### src/rtl/dlx_sequencer.sv
// dlx_sequencer: multicycle control automaton for the DLX core.
// Produces one-cycle phase strobes IF/ID/EX/MEM/WB. Waits on the instruction
// and data handshakes, skips MEM/WB when the decoded instruction needs neither,
// and keeps halt, bus-timeout and retired/stall counters.
//
// Parameters
//   TIMEOUT   consecutive wait cycles in FETCH/MEMACC before ERR (0 = never)
//   CNT_W     width of retired / stall_cycles
//   SKIP_MEM  1: bypass MEM when mem_op=0 and WB when wb_en=0; 0: all phases
// Ports
//   clk, reset_n            clock (rising) / async active-low reset
//   enable, halt_req        run request / stop at next instruction boundary
//   i_data_valid            instruction ROM data valid
//   d_data_valid            data RAM access complete
//   mem_op, wb_en           decoder flags, sampled in DECODE
//   IF, ID, EX, MEM, WB     phase strobes (at most one high per cycle)
//   i_req, d_req            fetch / data access requests
//   busy, error             running / sticky bus-timeout
//   retired, stall_cycles   saturating counters
module dlx_sequencer #(
    parameter int unsigned TIMEOUT  = 16,
    parameter int unsigned CNT_W    = 32,
    parameter int unsigned SKIP_MEM = 1
) (
    input  logic             clk,
    input  logic             reset_n,
    input  logic             enable,
    input  logic             halt_req,
    input  logic             i_data_valid,
    input  logic             d_data_valid,
    input  logic             mem_op,
    input  logic             wb_en,
    output logic             IF,
    output logic             ID,
    output logic             EX,
    output logic             MEM,
    output logic             WB,
    output logic             i_req,
    output logic             d_req,
    output logic             busy,
    output logic             error,
    output logic [CNT_W-1:0] retired,
    output logic [CNT_W-1:0] stall_cycles
);

    // Wait counter only has to hold 0..TIMEOUT-1: the TIMEOUT-th wait goes to ERR.
    localparam int unsigned WAIT_W = (TIMEOUT > 1) ? $clog2(TIMEOUT) : 1;
    localparam int unsigned TO_LIM = (TIMEOUT == 0) ? 0 : TIMEOUT - 1;
    localparam bit          SKIP   = (SKIP_MEM != 0);

    typedef enum logic [2:0] {
        IDLE, FETCH, DECODE, EXEC, MEMACC, WRBACK, ERR
    } state_t;

    state_t            state;
    state_t            after_bnd;
    logic              mem_q;
    logic              wb_q;
    logic              halt_q;
    logic [WAIT_W-1:0] wait_cnt;
    logic              waiting;
    logic              mem_done;
    logic              boundary;
    logic              timeout_hit;

    always_comb begin
        waiting  = 1'b0;
        mem_done = 1'b0;
        boundary = 1'b0;
        case (state)
            FETCH:  waiting = !i_data_valid;
            EXEC:   boundary = !(mem_q || !SKIP) && !wb_q;
            MEMACC: begin
                // Non-memory visits (SKIP_MEM=0) complete without a handshake.
                waiting  = mem_q && !d_data_valid;
                mem_done = !(mem_q && !d_data_valid);
                boundary = mem_done && !(wb_q || !SKIP);
            end
            WRBACK: boundary = 1'b1;
            default: ;
        endcase
        timeout_hit = (TIMEOUT != 0) && waiting && (wait_cnt == WAIT_W'(TO_LIM));
        after_bnd   = (halt_q || !enable) ? IDLE : FETCH;
    end

    // Strobes decode the current state; IF and MEM follow the valids combinationally.
    always_comb begin
        IF    = (state == FETCH) && i_data_valid;
        ID    = (state == DECODE);
        EX    = (state == EXEC);
        MEM   = (state == MEMACC) && mem_done;
        WB    = (state == WRBACK) && wb_q;
        i_req = (state == FETCH);
        d_req = (state == MEMACC) && mem_q;
        busy  = (state != IDLE) && (state != ERR);
        error = (state == ERR);
    end

    always_ff @(posedge clk or negedge reset_n) begin
        if (!reset_n) begin
            state        <= IDLE;
            mem_q        <= 1'b0;
            wb_q         <= 1'b0;
            halt_q       <= 1'b0;
            wait_cnt     <= '0;
            retired      <= '0;
            stall_cycles <= '0;
        end else begin
            // Set has priority over the IDLE/enable=0 clear.
            if (halt_req)
                halt_q <= 1'b1;
            else if ((state == IDLE) && !enable)
                halt_q <= 1'b0;

            if (waiting && (TIMEOUT != 0))
                wait_cnt <= wait_cnt + WAIT_W'(1);
            else
                wait_cnt <= '0;

            if (waiting && (stall_cycles != '1))
                stall_cycles <= stall_cycles + CNT_W'(1);
            if (boundary && (retired != '1))
                retired <= retired + CNT_W'(1);

            if (timeout_hit) begin
                state <= ERR;
            end else begin
                case (state)
                    IDLE:   if (enable && !halt_q) state <= FETCH;
                    FETCH:  if (i_data_valid) state <= DECODE;
                    DECODE: begin
                        mem_q <= mem_op;
                        wb_q  <= wb_en;
                        state <= EXEC;
                    end
                    EXEC: begin
                        if (mem_q || !SKIP)
                            state <= MEMACC;
                        else if (wb_q)
                            state <= WRBACK;
                        else
                            state <= after_bnd;
                    end
                    MEMACC: begin
                        if (mem_done)
                            state <= (wb_q || !SKIP) ? WRBACK : after_bnd;
                    end
                    WRBACK: state <= after_bnd;
                    default: state <= ERR;
                endcase
            end
        end
    end

endmodule

### config.mk
export PLATFORM = sky130hd
export DESIGN_NAME = dlx_sequencer
export DESIGN_NICKNAME = d
export VERILOG_FILES = /design/src/rtl/dlx_sequencer.sv
export SDC_FILE = /design/constraint.sdc
export NUM_CORES = 1
export LEC_CHECK = 0
export ABC_CLOCK_PERIOD_IN_PS = 6900
export BUFFER_PORTS_ARGS = -buffer_cell sky130_fd_sc_hd__buf_4
export CAP_MARGIN = 20
export CORE_UTILIZATION = 45
export CTS_CLUSTER_SIZE = 40
export DETAILED_ROUTE_END_ITERATION = 12
export MAX_ROUTING_LAYER = met4
export PLACE_DENSITY = 0.73
export SYNTH_ARGS = -nofsm -noshare
export SYNTH_HDL_FRONTEND = slang
export SYNTH_SLANG_ARGS = --single-unit
### constraint.sdc
create_clock -name clk -period 6.9 [get_ports clk]
set_clock_uncertainty 0.2 [all_clocks]
set_input_delay 0.69 -clock clk [delete_from_list [all_inputs] [get_ports clk]]
set_output_delay 0.69 -clock clk [all_outputs]
set_load 0.01 [all_outputs]
# Yosys cells after proc, flatten, opt, wreduce, memory -nomap -nowiden
# Cells that the tools add are included.
# totals
output_inout_bits	73
reg_bits	74
elab_cells	64
in_bits	8
# classes
n_reduce_logical	26
muxes	14
bitwise	1
add_sub_neg	3
eq_ne	13
# ops
cell	n
$add 32x1->32 const B	2
$ne 32x32->1 const B	2
$mux 3	6
$pmux 3 s6	1
$logic_and 1x1->1	13
$eq 3x3->1 const B	3
$logic_not 1->1	7
$eq 3x2->1 const B	2
$ne 3x2->1 const B	2
$ne 3x3->1 const B	2
$add 4x1->4 const B	1
$eq 4x4->1 const B	1
$mux 1	4
$mux 4	1
$eq 3x1->1 const B	1
$logic_not 3->1	1
$pmux 1 s3	1
$reduce_and 3->1	1
$reduce_bool 3->1	1
$pmux 1 s2	1
$reduce_and 2->1	1
$reduce_bool 2->1	1
$logic_or 1x1->1	1
$not 1->1	1

# Longest topological paths before layout
# logic_depth
depth_word	7
mapped_depth	7
mapped_depth_nobuf	6

# Least setup slack after synthesis
# OpenSTA, ideal clock, no wires.
# synth_timing
path_type	in2reg
startpoint	in d_data_valid
endpoint	reg retired[27]
arrival_time_ps	2037
n_path_buf	1
path_slack_ps	4536
setup_time_ps	127
stages	6
path_cell_list	nor2b_1 -> or3b_1 -> a2111oi_2 -> buf_4 -> nand4_1 -> xnor2_1
# synth_via
elab_chain_cells	6
# synth_lines
item	line_no	source
start, declared	30	input logic d_data_valid,
$logic_not 1->1	76	mem_done = !(mem_q && !d_data_valid);
$logic_and 1x1->1	76	
$logic_not 1->1	76	
$logic_and 1x1->1	77	boundary = mem_done && !(wb_q || !SKIP);
$pmux 1 s3	70	case (state)
$logic_and 1x1->1	122	if (boundary && (retired != '1))
end signal, assigned	123	retired <= retired + CNT_W'(1);
end, declared	42	output logic [CNT_W-1:0] retired,
# Every way passes these cells.
# A chain may end at the register's enable or synchronous reset.

# Worst setup path after layout
# layout_timing
startpoint	reg stall_cycles[17]
endpoint	reg stall_cycles[1]
# layout_via
elab_chain_cells	2
# layout_lines
item	line_no	source
start, declared	43	output logic [CNT_W-1:0] stall_cycles
start signal, assigned	121	stall_cycles <= stall_cycles + CNT_W'(1);
$ne 32x32->1	120	if (waiting && (stall_cycles != '1))
$logic_and 1x1->1	120	
# Every way passes these cells.

==> reports/metrics.cfg <==
[outcome]
outcome = finished clean

[synth]
ys_seq_area_frac = 0.5032
synth.lib_cells_used.distinct = 47
post_synthesis_instance_area_mm2 = 0.003680
synth_seq_cells = 74
syn_nets = 361
synth.avg_cell_area_um2 = 10.51
synth-warning-count = 0
synthCells = 350

[die]
fp.dieW_um = 92.43
io_pins = 81
die_height_um = 92.43
dieArea_mm2 = 0.008543
placement_rows = 32
placeableCoreArea_mm2 = 0.007807
initial_core_util = 0.4713

[pwr]
pwr_density_cell_mw_per_mm2 = 259.3
irDropWorstVdd_mv = 0.1584
fin_total_pwr_mw = 1.193
power.static_leakage_nw = 2.069

[grt]
globalRouteOverflowTotal = 0
grt_met3_use = 0.03120
vias_in_the_first_global_route = 2876
grt.total_usage = 0.2050
grt_max_degree = 75
wire_length_of_the_first_global_routing_pass_mm = 13.59
antenna_found_initial = 0
globalRoute.busiestLayer = met2
met1_usage = 0.2697
met2_usage = 0.3222

[clock_network]
cts_hold_repair.buffers = 0
ctsLongestPathBuffers = 2
cts_tree = yes
clkLatencyLatePin_ns = 0.35
cts_buffers = 9
postCtsResizedCells = 0
post_cts.repair.setup_buffers = 0
clk_pin_slew_ns = 0.09
cts_sinks = 74
ctsRootBufferMaster = clkbuf_8
clock_tree.htree_level_count = 3

[critical_path]
worstPathBufferInverterCount = 0
cp-end-kind = register
worst-endpoint-required_ns = 6.93
critical_path_arrival_ns = 2.59
critical_path.max_stage_delay_ns = 0.51
timing.critical_path.fanout_max = 8
worst_r2r_path_depth = 5
critPathLaunchType = register
startpoint_of_the_worst_setup_timing_path = stall_cycles[17]
worst_r2r_startpoint = stall_cycles[17]
path_delay_family = simple AND/OR/NAND/NOR gates
timing.critical_path.depth = 5
critical_path.cell_chain = nand4_1 -> nor3_1 -> nand3_1 -> nand2_1 -> mux2_2
critical_path.slowest_cell = nor3_1
worst-setup-path-type = register to register

[finish]
final_cell_mix = buf_4, dfrtp_1, xnor2_1
layout-drive-gt1-share = 0.2574
layout.nets = 445
syn2layout_area_growth_pct = 25.03
final_design_area_no_fill_mm2 = 0.004601
antenna-diode-count = 0
mostFrequentLayoutCell = buf_4
final_core_utilization = 0.5893

[timing]
report.final.slew_viol_count = 0
fmax_ghz = 0.3911
finalHoldViolCount = 0
final_period_minus_worst_setup_slack_ns = 2.557
slew_headroom = 0.3987
setup_total_neg_slack_ns = 0
worst-slew-pin-transition_ns = 0.9019
fin_crit_sh = 0.3706
setup_viol = 0
grt_setup_unrepaired = false

[detailed_routing]
drt-initial-drc-count = 157
firstDrtPassIters = 4
vias = 3017
final_antenna_net_count = 0
routed_wl_per_cell_um = 14.79
detail_route.wirelength_mm = 8.004
via_per_inst = 5.577
drcViolationCount = 0

[placed_design]
place.gp.congestion = 0.8236
postPlaceCellArea_mm2 = 0.004383
dp_hpwl_mm = 5.651
port_buffers = 80

[hold_path]
type_of_the_worst_min_delay_path = input pin to asynchronous set/reset pin

[run]
max_cap_viol = 0

==> cell type report <==
type | instances | area (um^2)
multi-input combinational | 261 | 1765
clock buffer | 10 | 127.6
clock inverter | 6 | 90.09
sequential | 74 | 1852
inverter | 6 | 22.52
fill | 684 | 3207
tap | 102 | 127.6
timing repair buffer | 82 | 615.6
==> logic make-up after synthesis <==
group | after synthesis | share of synthesized area
buf+inv | 15 | 0.01700
simple gates | 168 | 0.2608
flops | 74 | 0.5032
fa+ha+maj | 3 | 0.01020
xor+xnor | 62 | 0.1476
compound gates | 21 | 0.03978
mux | 7 | 0.02142
==> cells in the mapped netlist, drive strengths merged <==
| library cell | n | area, um^2 |
|---|---|---|
| nand2 | 19 | 71.32 |
| nor2b | 5 | 31.28 |
| nand4 | 31 | 200.2 |
| nand3 | 32 | 160.2 |
| nor3b | 2 | 15.01 |
| nand4b | 2 | 17.52 |
| xor2 | 12 | 105.1 |
| and4 | 4 | 35.03 |
| and2 | 4 | 25.02 |
| nor4 | 6 | 43.79 |
| and4b | 1 | 10.01 |
| xnor2 | 50 | 437.9 |
| a41oi | 1 | 8.760 |
| o22ai | 1 | 6.260 |
| o32a | 1 | 10.01 |
| or4 | 3 | 30.03 |
| a2111oi | 1 | 15.01 |
| or3b | 1 | 8.760 |
| or3 | 4 | 25.02 |
| a211o | 1 | 8.760 |
| buf | 3 | 17.52 |
| and4bb | 1 | 12.51 |
| a31oi | 1 | 6.260 |
| and2b | 1 | 7.510 |
| nand2b | 3 | 18.77 |
| clkbuf | 6 | 22.52 |
| nor3 | 10 | 60.06 |
| and3 | 11 | 68.82 |
| ha | 3 | 37.54 |
| and3b | 1 | 8.760 |
| nor2 | 25 | 93.84 |
| a211oi | 3 | 27.52 |
| dfrtp | 74 | 1852 |
| nand3b | 1 | 7.510 |
| inv | 6 | 22.52 |
| a21oi | 4 | 20.02 |
| nor4b | 1 | 8.760 |
| o2111ai | 1 | 8.760 |
| mux2 | 7 | 78.83 |
| o21ai | 7 | 35.03 |
==> routing by layer <==
layer	wire [um]	vias to the layer above	part of all wire
met3	371	18	0.046
met2	3862	99	0.48
met1	3629	1477	0.45
met4	140	0	0.017
met5	0	-	0
li1	-	1423	-
==> registers in the layout, summed over array words and instances (netlist names) <==
name	flops
wb_q	1
state	3
mem_q	1
wait_cnt	4
stall_cycles	32
halt_q	1
retired	32
==> power breakdown <==
part | leakage (nW) | switching, mW | internal (mW)
clock | 0.107 | 0.171 | 0.205
combinational | 0.970 | 0.133 | 0.138
sequential | 0.992 | 0.0687 | 0.477
==> final timing paths <==
path | endpoint | slack (ns)
setup / recovery | stall_cycles[1] | 4.34
hold / removal | retired[15] | 0.26
setup reg to reg | stall_cycles[1] | 4.34
hold reg to reg | wait_cnt[0] | 0.27
max in group asynchronous | stall_cycles[6] | 5.65
min in group clk | wait_cnt[0] | 0.27
==> metrics by stage <==
step	hold slack [ns]	worst slack, ns	cells
6_report	0.2629	4.343	541
3_3_place_gp	0.2570	4.342	525
3_5_place_dp	0.2620	4.270	525
2_1_floorplan	0.1944	4.536	350
4_1_cts	0.2724	4.348	541
5_1_grt	0.2823	4.125	541
Power figures use the tool's default switching activity.
